## config.mk

```make
export PLATFORM = sky130hd
export DESIGN_NAME = traffic_phase_sequencer
export DESIGN_NICKNAME = d
export VERILOG_FILES = /design/src/rtl/traffic_phase_sequencer_pkg.sv /design/src/rtl/traffic_phase_sequencer_tick_prescaler.sv /design/src/rtl/traffic_phase_sequencer.sv
export SDC_FILE = /design/constraint.sdc
export NUM_CORES = 1
export LEC_CHECK = 0
export ABC_CLOCK_PERIOD_IN_PS = 6300
export CAP_MARGIN = 20
export CORE_ASPECT_RATIO = 0.5
export CORE_MARGIN = 10
export CORE_UTILIZATION = 45
export CTS_CLUSTER_SIZE = 16
export DETAILED_ROUTE_END_ITERATION = 7
export PLACE_DENSITY_LB_ADDON = 0.25
export SLEW_MARGIN = 10
export SYNTH_ARGS = -nofsm -noshare
export SYNTH_HDL_FRONTEND = slang
export SYNTH_SLANG_ARGS = --single-unit
```

## constraint.sdc

```tcl
create_clock -name clk_50M -period 6.3 [get_ports clk_50M]
set_input_delay 1.26 -clock clk_50M [delete_from_list [all_inputs] [get_ports clk_50M]]
set_output_delay 1.26 -clock clk_50M [all_outputs]
set_load 0.01 [all_outputs]
```

## src/rtl/traffic_phase_sequencer_pkg.sv

```systemverilog
// Shared types and helpers for the N-approach traffic phase sequencer:
// stage encoding, phase-index width, one-hot decode and round-robin search.
package traffic_pkg;

    localparam logic [1:0] STG_GREEN   = 2'd0;
    localparam logic [1:0] STG_YELLOW  = 2'd1;
    localparam logic [1:0] STG_ALL_RED = 2'd2;
    localparam int         MAX_PHASES  = 8;

    typedef enum logic [1:0] {
        GREEN   = STG_GREEN,
        YELLOW  = STG_YELLOW,
        ALL_RED = STG_ALL_RED
    } stage_t;

    function automatic int ph_w(input int n);
        return (n <= 1) ? 1 : $clog2(n);
    endfunction

    function automatic logic [MAX_PHASES-1:0] onehot(input logic [2:0] idx);
        return MAX_PHASES'(1) << idx;
    endfunction

    // First pending approach after cur (wrapping, cur itself last); cur+1 if none.
    function automatic logic [2:0] next_pending(input logic [MAX_PHASES-1:0] pend,
                                                input logic [2:0] cur, input int n);
        logic [2:0] nxt;
        logic       found;
        int         idx;
        nxt   = 3'((int'(cur) + 1) % n);
        found = 1'b0;
        for (int k = 1; k <= MAX_PHASES; k++) begin
            idx = (int'(cur) + k) % n;
            if (!found && k <= n && pend[idx[2:0]]) begin
                nxt   = idx[2:0];
                found = 1'b1;
            end
        end
        return nxt;
    endfunction

endpackage

```

## src/rtl/traffic_phase_sequencer_tick_prescaler.sv

```systemverilog
// Free-running divider producing a registered one-cycle pulse every TICK_DIV clocks;
// also used by the display refresh logic.
module tick_prescaler #(
    parameter int TICK_DIV = 50_000_000
) (
    input  logic clk,
    input  logic reset_n,
    output logic tick
);

    localparam int W = (TICK_DIV <= 1) ? 1 : $clog2(TICK_DIV);

    logic [W-1:0] count;

    // The pulse is registered one count early so it lines up with count == TICK_DIV-1.
    always_ff @(posedge clk or negedge reset_n) begin
        if (!reset_n) begin
            count <= '0;
            tick  <= 1'b0;
        end else begin
            if (count == W'(TICK_DIV - 1))
                count <= '0;
            else
                count <= count + W'(1);
            if (TICK_DIV == 1)
                tick <= 1'b1;
            else
                tick <= (count == W'(TICK_DIV - 2));
        end
    end

endmodule

```

## src/rtl/traffic_phase_sequencer.sv

```systemverilog
// Round-robin GREEN->YELLOW->ALL_RED sequencer for NUM_PHASES approaches, stepped by a 1 s tick.
// Optional feature: define EARLY_GAPOUT_EN to truncate an idle green to GAP_T when others wait.
module traffic_phase_sequencer
    import traffic_pkg::*;
#(
    parameter int NUM_PHASES = 2,
    parameter int TICK_DIV   = 50_000_000,
    parameter int CNT_W      = 8,
    parameter int GREEN_T    = 27,
    parameter int YELLOW_T   = 3,
    parameter int ALLRED_T   = 1,
    parameter int GAP_T      = 5,
    localparam int PH_W      = ph_w(NUM_PHASES)
) (
    input  logic                  clk_50M,
    input  logic                  reset_n,
    input  logic [NUM_PHASES-1:0] demand,
    output logic [NUM_PHASES-1:0] green,
    output logic [NUM_PHASES-1:0] yellow,
    output logic [NUM_PHASES-1:0] red,
    output logic [PH_W-1:0]       cur_phase,
    output logic [1:0]            stage,
    output logic [CNT_W-1:0]      countdown,
    output logic                  tick_1s
);

    localparam int CNT_MAX = (1 << CNT_W) - 1;

    if (NUM_PHASES < 1 || NUM_PHASES > MAX_PHASES) begin : g_bad_phases
        $error("NUM_PHASES must be 1..8");
    end
    if (TICK_DIV < 1) begin : g_bad_div
        $error("TICK_DIV must be at least 1");
    end
    if (GREEN_T < 1 || GREEN_T > CNT_MAX || YELLOW_T < 1 || YELLOW_T > CNT_MAX ||
        ALLRED_T < 1 || ALLRED_T > CNT_MAX || GAP_T < 1 || GAP_T > CNT_MAX) begin : g_bad_dur
        $error("stage durations must fit 1..2^CNT_W-1");
    end

    stage_t                state;
    logic [NUM_PHASES-1:0] pending;
    logic [NUM_PHASES-1:0] pend_lat;
    logic [NUM_PHASES-1:0] cur_oh;
    logic [NUM_PHASES-1:0] next_oh;
    logic [2:0]            cur3;
    logic [2:0]            next3;
    logic                  others_req;
    logic                  gap_out;

    tick_prescaler #(.TICK_DIV(TICK_DIV)) u_prescaler (
        .clk     (clk_50M),
        .reset_n (reset_n),
        .tick    (tick_1s)
    );

    assign stage = state;

    // Demand on the current cycle is folded in so a request on the expiry tick counts.
    always_comb begin
        pend_lat   = pending | demand;
        cur3       = 3'(cur_phase);
        cur_oh     = NUM_PHASES'(onehot(cur3));
        others_req = |(pend_lat & ~cur_oh);
        next3      = next_pending(MAX_PHASES'(pend_lat), cur3, NUM_PHASES);
        next_oh    = NUM_PHASES'(onehot(next3));
`ifdef EARLY_GAPOUT_EN
        gap_out    = !(|(demand & cur_oh)) && others_req && (countdown > CNT_W'(GAP_T));
`else
        gap_out    = 1'b0;
`endif
    end

    always_ff @(posedge clk_50M or negedge reset_n) begin
        if (!reset_n) begin
            state     <= GREEN;
            cur_phase <= '0;
            countdown <= CNT_W'(GREEN_T);
            green     <= NUM_PHASES'(1);
            yellow    <= '0;
            red       <= ~NUM_PHASES'(1);
            pending   <= '0;
        end else begin
            // The served approach never keeps a request while it is green.
            pending <= (state == GREEN) ? (pend_lat & ~cur_oh) : pend_lat;
            if (tick_1s) begin
                case (state)
                    GREEN: begin
                        if (countdown == CNT_W'(1)) begin
                            if (others_req) begin
                                state     <= YELLOW;
                                countdown <= CNT_W'(YELLOW_T);
                                green     <= '0;
                                yellow    <= cur_oh;
                                red       <= ~cur_oh;
                            end else begin
                                countdown <= CNT_W'(GREEN_T);
                            end
                        end else if (gap_out) begin
                            countdown <= CNT_W'(GAP_T);
                        end else begin
                            countdown <= countdown - CNT_W'(1);
                        end
                    end
                    YELLOW: begin
                        if (countdown == CNT_W'(1)) begin
                            state     <= ALL_RED;
                            countdown <= CNT_W'(ALLRED_T);
                            yellow    <= '0;
                            red       <= '1;
                        end else begin
                            countdown <= countdown - CNT_W'(1);
                        end
                    end
                    ALL_RED: begin
                        if (countdown == CNT_W'(1)) begin
                            state     <= GREEN;
                            cur_phase <= PH_W'(next3);
                            countdown <= CNT_W'(GREEN_T);
                            green     <= next_oh;
                            red       <= ~next_oh;
                            pending   <= pend_lat & ~next_oh;
                        end else begin
                            countdown <= countdown - CNT_W'(1);
                        end
                    end
                    default: begin
                        state     <= GREEN;
                        countdown <= CNT_W'(GREEN_T);
                        green     <= cur_oh;
                        yellow    <= '0;
                        red       <= ~cur_oh;
                    end
                endcase
            end
        end
    end

endmodule

```

==> run metrics, run 1 <==
proportion of synthesized chip area in sequential cells 0.467; cell breakdown of the critical path clkdlybuf4s50_1; compound-cell area share of the yosys netlist 0.109; minimum clock period 2.84 ns; Residual DRC 0; largest family of logic cells by synthesized area simple AND/OR/NAND/NOR gates; detailed-route wire length per cell 15.1 um; Highest Clock Rate 0.353 GHz; Min-Delay Startpoint yellow[0]; XOR/XNOR share of the synthesized area 0.0848; routing usage on met1 0.148; areal power density over the cells 174 nW/um^2; core footprint 5110 um^2; Synth Register Bits 46; number of warnings reported in the yosys synthesis log 0; post_cts resized 0; Clock Tree Buf Depth 2; total instance count after detailed placement 339; vias after detailed routing 1882; Worst path top cell family by delay flip-flops; multi-input gate area in the final layout 1250 um^2; data required time of the worst path 5.04 ns; Final Max Tran Viols 0; routability cong. 0.842; share of final-layout standard cells stronger than drive strength 1 0.101; endpoint class of the critical path primary output; Diodes inserted 0; clock transition at the registers of the reported paths 0.09 ns; worst path buffer plus inverter count 1; main area contributors after synthesis dfrtp_1, dfstp_2, xor2_1, nor2_1, ha_1; slowest library cell on the worst path dfrtp_1; clock tree from TritonCTS done; Worst EP arrival 1.58 ns; worst reg2reg endpoint countdown[4]; IO buf count 21; Cell Area, Synth 2480 um^2; Final setup violation count 0; total congestion overflow after global routing 0; top_reg_cell synth dfrtp_1; first-pass GRT wire length 9100 um; Fin Clk Skew 0.0121 ns; library cell with the highest instance count after synthesis dfrtp_1; reg-to-reg critical path startpoint countdown[0]; Synth Instances 254; biggest area consumer among synthesized cells dfrtp_1; delay contributed by the slowest stage of the critical path 0.63 ns; Num CTS Buffers 5; Static Leak 1.29 nW; peak supply drop 85.7 uV; Hold Path Cell Cnt 1; number of levels in the clock H-tree 2; distinct cell type count of the synthesized netlist 52; Simple-Gate Fraction of Synth Area 0.247; adder-cell area share of the yosys netlist 0.0404; RSZ-0062 raised after global routing no; number of fill cells 464; portion of the clock cycle consumed by the worst path in the final layout 0.450; count of flip-flops with a built-in enable after synthesis 0; half-perimeter wire length of the detailed placement result 3700 um; worst-path fanout max 15; standard-cell row count 18; met3 Resource Use GR 0.0363; first drt pass iteration count 5; effective utilization at floorplan 0.485; initial detailed-routing violation count 151; GRT Max-Usage Layer met2; layout overhead on the synthesized area 14.8%; routing usage on met2 0.196; post-cts hold buffer count 0; total die area 9060 um^2; largest net degree at the start of global routing 47; non-filler cells in the finished layout 348; Post-synth top cells dfrtp_1, nor2_1, nand3_1, xor2_1, nand2_1; y dimension of the die 72.5 um; Post-Synthesis Mean Instance Area 9.76 um^2; total number of clock tree sinks 46; global router's overall resource usage 0.119; vias in the first global route 1918; share of flip-flops with an asynchronous set or reset 1.00; setup TNS after final layout 0 ns; number of nets in the layout 289; Worst Path Class, Setup reg2out; Worst Reg-to-Reg Cells 6; register area 1160 um^2; Root Buffer Master clkbuf_8; Slew HR 0.381; max-cap viol count 0; startpoint class of the critical path register; antenna viol nets, final 0; via-per-instance ratio 5.41; top-area cell type share of the netlist area 0.404; antenna violations before repair 0; final number of hold-violating endpoints 0; number of nets produced by synthesis 266; number of ports placed on the die boundary 22; final wirelength 5260 um; status finished, final reports clean; clock insertion delay at the later pin of the skew report 0.31 ns; transition at the pin with the smallest max-transition slack 0.923 ns; flop2flop setup slack 3.93 ns; count of buffers added by post-CTS timing repair for setup 0; endpoint of the worst hold path yellow[0]; horizontal die dimension 125 um; mux contribution to synthesized area 0.0227; Hold Crit Class reg2reg
registers in the layout, indices dropped and copies added (netlist names):
register	count
yellow	2
green	2
stage	2
u_prescaler.tick	1
u_prescaler.count	26
pending	2
cur_phase	1
red	2
countdown	8
worst max-delay path by stage:
| stage | endpoint | cells after the start | start | slack [ns] |
|---|---|---|---|---|
| floorplan | stage[0] | 6 | demand[0] | 3.69 |
| global placement | stage[0] | 6 | demand[0] | 3.25 |
| detailed placement | stage[0] | 6 | demand[0] | 3.19 |
| global route | cur_phase | 1 | cur_phase | 3.40 |
| finish | cur_phase | 1 | cur_phase | 3.46 |
| CTS | cur_phase | 1 | cur_phase | 3.46 |
final cells by class:
type / count / area share
multi-input cells: 193 / 0.439
flip-flops and latches: 46 / 0.407
repair buffers: 22 / 0.0791
well taps: 70 / 0.0308
clock buffers: 7 / 0.0303
inverters: 9 / 0.0119
clock inverters: 1 / 0.00176
cell families (layout without fill, tap and decap cells):
kind of cell	after synthesis	after routing
mux	5	5
simple gates	119	119
buf+inv	15	39
compound gates	37	37
xor+xnor	24	24
flops	46	46
fa+ha+maj	8	8
layer usage:
metal  part of all wire  wire [um]
met1               0.50       2630
met5                  0          0
met4              0.010         53
met2               0.45       2350
met3              0.042        221
through the flow:
| step | worst slack (ns) | hold WS [ns] | total power, mW | area, um^2 | utilization |
|---|---|---|---|---|---|
| 2_1_floorplan | 3.69 | 0.463 | 0.302 | 2480 | - |
| 3_3_place_gp | 3.25 | 0.481 | 0.310 | 2740 | 0.535 |
| 3_5_place_dp | 3.19 | 0.479 | 0.310 | 2740 | 0.535 |
| 4_1_cts | 3.46 | 0.495 | 0.499 | 2830 | 0.553 |
| 5_1_grt | 3.40 | 0.503 | 0.515 | 2850 | 0.557 |
| 6_report | 3.46 | 0.489 | 0.497 | 2850 | 0.557 |
power by group:
part / switching [mW] / internal, mW / leakage [nW] / total [mW]
Combinational: 0.00683 / 0.00307 / 0.642 / 0.00990
Clock: 0.103 / 0.0887 / 0.0482 / 0.191
Sequential: 0.0000889 / 0.295 / 0.596 / 0.295
Total: 0.109 / 0.387 / 1.29 / 0.497
placed cells by master (no fill, tap or decap), types with 3 or more instances in the layout:
cell / Yosys / routed
mux2_1: 3 / 3
nand2_1: 16 / 16
nor4_1: 3 / 3
clkdlybuf4s50_1: 0 / 20
ha_1: 8 / 8
xnor2_1: 6 / 6
nand3_1: 19 / 19
nand4_1: 8 / 8
xor2_1: 18 / 18
nor2b_1: 3 / 3
dfrtp_1: 40 / 40
nor2_1: 36 / 36
a21oi_1: 6 / 6
o21ai_0: 6 / 6
nor3_1: 13 / 13
o2bb2ai_1: 4 / 4
dfstp_2: 6 / 6
clkbuf_8: 0 / 6
inv_1: 9 / 9
(Power assumes the default switching activity.)
==> inputs of run 2 (changes only) <==
- ABC_CLOCK_PERIOD_IN_PS: 6300 -> 2440
- clock period: 6.3 -> 2.44 ns (I/O delays scaled with it)
==> run 2 against run 1 <==
Effect of this change: die area unchanged; clock-buffer cell count decreased by 2; worst setup slack worse by 3.4 ns; sequential power grew to 2.6 times the previous value; wire length up 0.48%; non-clock buffer count increased by 8; highest routed layer unchanged.
==> run metrics, run 2 (synthesis results as in run 1) <==
post-cts hold buffer count 0 (unchanged); layout overhead on the synthesized area 17.9% (was 14.8%); flop2flop setup slack 0.09 ns (was 3.93 ns); initial detailed-routing violation count 138 (was 151); clock transition at the registers of the reported paths 0.09 ns (about the same); final worst hold slack 0.272 ns (was 0.489 ns); global router's overall resource usage 0.119 (about the same); RSZ-0062 raised after global routing no (unchanged); worst path buffer plus inverter count 0 (was 1); cell breakdown of the critical path ha_1, or4b_4, or2_1, a211oi_1, o211ai_1, o211a_1 (was clkdlybuf4s50_1); effective utilization at floorplan 0.485 (unchanged); Final Max Tran Viols 0 (unchanged); most common cell after layout, fill and taps aside dfrtp_1 (unchanged); areal power density over the cells 465 nW/um^2 (was 174 nW/um^2); final core area utilization 0.571 (was 0.557); worst-path fanout max 7 (was 15); status finished, final reports clean (unchanged); Residual DRC 0 (unchanged); Clock Tree Buf Depth 2 (unchanged); first-pass GRT wire length 9190 um (was 9100 um); Worst Path Class, Setup reg2reg (was reg2out); total number of clock tree sinks 46 (unchanged); post_cts resized 0 (unchanged); total die area 9060 um^2 (unchanged); number of ports placed on the die boundary 22 (unchanged); standard-cell row count 18 (unchanged); transition at the pin with the smallest max-transition slack 0.649 ns (was 0.923 ns); total instance count after detailed placement 348 (was 339); data required time of the worst path 2.67 ns (was 5.04 ns); largest net degree at the start of global routing 47 (unchanged); Clk pwr share 0.421 (was 0.385); register ranked first by flip-flop count u_prescaler.count (unchanged); final number of hold-violating endpoints 0 (unchanged); delay contributed by the slowest stage of the critical path 0.58 ns (was 0.63 ns); core footprint 5110 um^2 (unchanged); antenna viol nets, final 0 (unchanged); clock insertion delay at the later pin of the skew report 0.30 ns (was 0.31 ns); endpoint class of the critical path register (was primary output); Root Buffer Master clkbuf_8 (unchanged); Slew HR 0.566 (was 0.381); routability cong. 0.912 (was 0.842); vias in the first global route 1972 (was 1918); via-per-instance ratio 5.51 (was 5.41); Highest Clock Rate 0.426 GHz; half-perimeter wire length of the detailed placement result 3830 um (was 3700 um); horizontal die dimension 125 um (unchanged); IO buf count 21 (unchanged); startpoint class of the critical path register (unchanged); peak supply drop 242 uV (was 85.7 uV); final wirelength 5280 um (was 5260 um); total congestion overflow after global routing 0 (unchanged); P_sw 0.285 mW (was 0.109 mW); Worst Reg-to-Reg Cells 6 (unchanged); y dimension of the die 72.5 um (unchanged); setup TNS after final layout 0 ns (unchanged); reg-to-reg critical path startpoint countdown[0] (unchanged); max-cap viol count 0 (unchanged); Hold Crit Class in2async (was reg2reg); highest-count cells in the layout ignoring fill and taps dfrtp_1, nor2_1, clkdlybuf4s50_1, nand3_1, xor2_1 (unchanged); Fin Clk Skew 0.00585 ns (was 0.0121 ns); Static Leak 1.33 nW (was 1.29 nW); fraction of power consumed by sequential logic 0.562 (was 0.595); first drt pass iteration count 4 (was 5); Worst path top cell family by delay simple AND/OR/NAND/NOR gates (was flip-flops); cell-internal power 1.07 mW (was 0.387 mW); number of levels in the clock H-tree 2 (unchanged); biggest regs u_prescaler.count (26), countdown (8) (unchanged); non-filler cells in the finished layout 356 (was 348); switching share of total power 0.210 (was 0.220); minimum clock period 2.35 ns; share of power burned in combinational logic 0.017 (was 0.020); vias after detailed routing 1961 (was 1882); flip-flop count of the largest register after layout 26 (unchanged); detailed-route wire length per cell 14.8 um (was 15.1 um); share of final-layout standard cells stronger than drive strength 1 0.133 (was 0.101); Num CTS Buffers 5 (unchanged); Worst EP arrival 2.58 ns (was 1.58 ns); Final setup violation count 0 (unchanged); antenna violations before repair 0 (unchanged); portion of the clock cycle consumed by the worst path in the final layout 0.962; slowest library cell on the worst path dfstp_2 (was dfrtp_1); count of buffers added by post-CTS timing repair for setup 0 (unchanged); number of nets in the layout 297 (was 289); Diodes inserted 0 (unchanged); worst reg2reg endpoint countdown[4] (unchanged); clock tree from TritonCTS done (unchanged)
## run 2: power by group through the flow
| stage | sequential, mW | clock (mW) | combinational [mW] |
|---|---|---|---|
| after floorplan | 0.778 | 0 | 0.00197 |
| after global placement | 0.778 | 0 | 0.0238 |
| after detailed placement | 0.778 | 0 | 0.0248 |
| after CTS | 0.763 | 0.588 | 0.0248 |
| after global routing | 0.763 | 0.618 | 0.0278 |
| final | 0.763 | 0.572 | 0.0234 |
## run 2: worst reg2reg max path, cell delays in order, from the launching register on
cell and delay (ns):
dfstp_2 0.58, ha_1 0.15, or4b_4 0.48, or2_1 0.36, a211oi_1 0.37, o211ai_1 0.20, o211a_1 0.15
## run 2: how the worst max path moves through the flow
stage | to | slack, ns | start | cells after the start
6_report | countdown[4] | 0.09 | countdown[0] | 6
5_1_grt | red[0] | 0.00006 | stage[0] | 7
4_1_cts | countdown[3] | 0.06 | countdown[0] | 6
3_5_place_dp | countdown[3] | 0.1 | countdown[0] | 6
3_3_place_gp | stage[0] | 0.17 | demand[0] | 6
2_1_floorplan | stage[0] | 0.28 | countdown[0] | 7
## run 2: cell type report
type,count,area [um^2]
inverter,9,33.8
sequential,46,1160
tap,70,87.6
fill,427,2190
clock inverter,3,45.0
clock buffer,5,68.8
timing repair buffer,30,273
multi-input combinational,193,1250
## run 2: stage by stage
step	worst slack [ns]	area, um^2	total power [mW]
finish	0.0936	2920	1.36
global placement	0.174	2800	0.802
CTS	0.0644	2920	1.38
global route	0.0000557	2920	1.41
detailed placement	0.0980	2800	0.802
floorplan	0.278	2480	0.780
## run 2: routing by layer
layer	vias up	GRT usage	share of wire
met5	-	0	0
met4	0	0.0355	0.010
met3	5	0.0290	0.038
met2	42	0.199	0.46
met1	949	0.150	0.49
li1	965	-	-
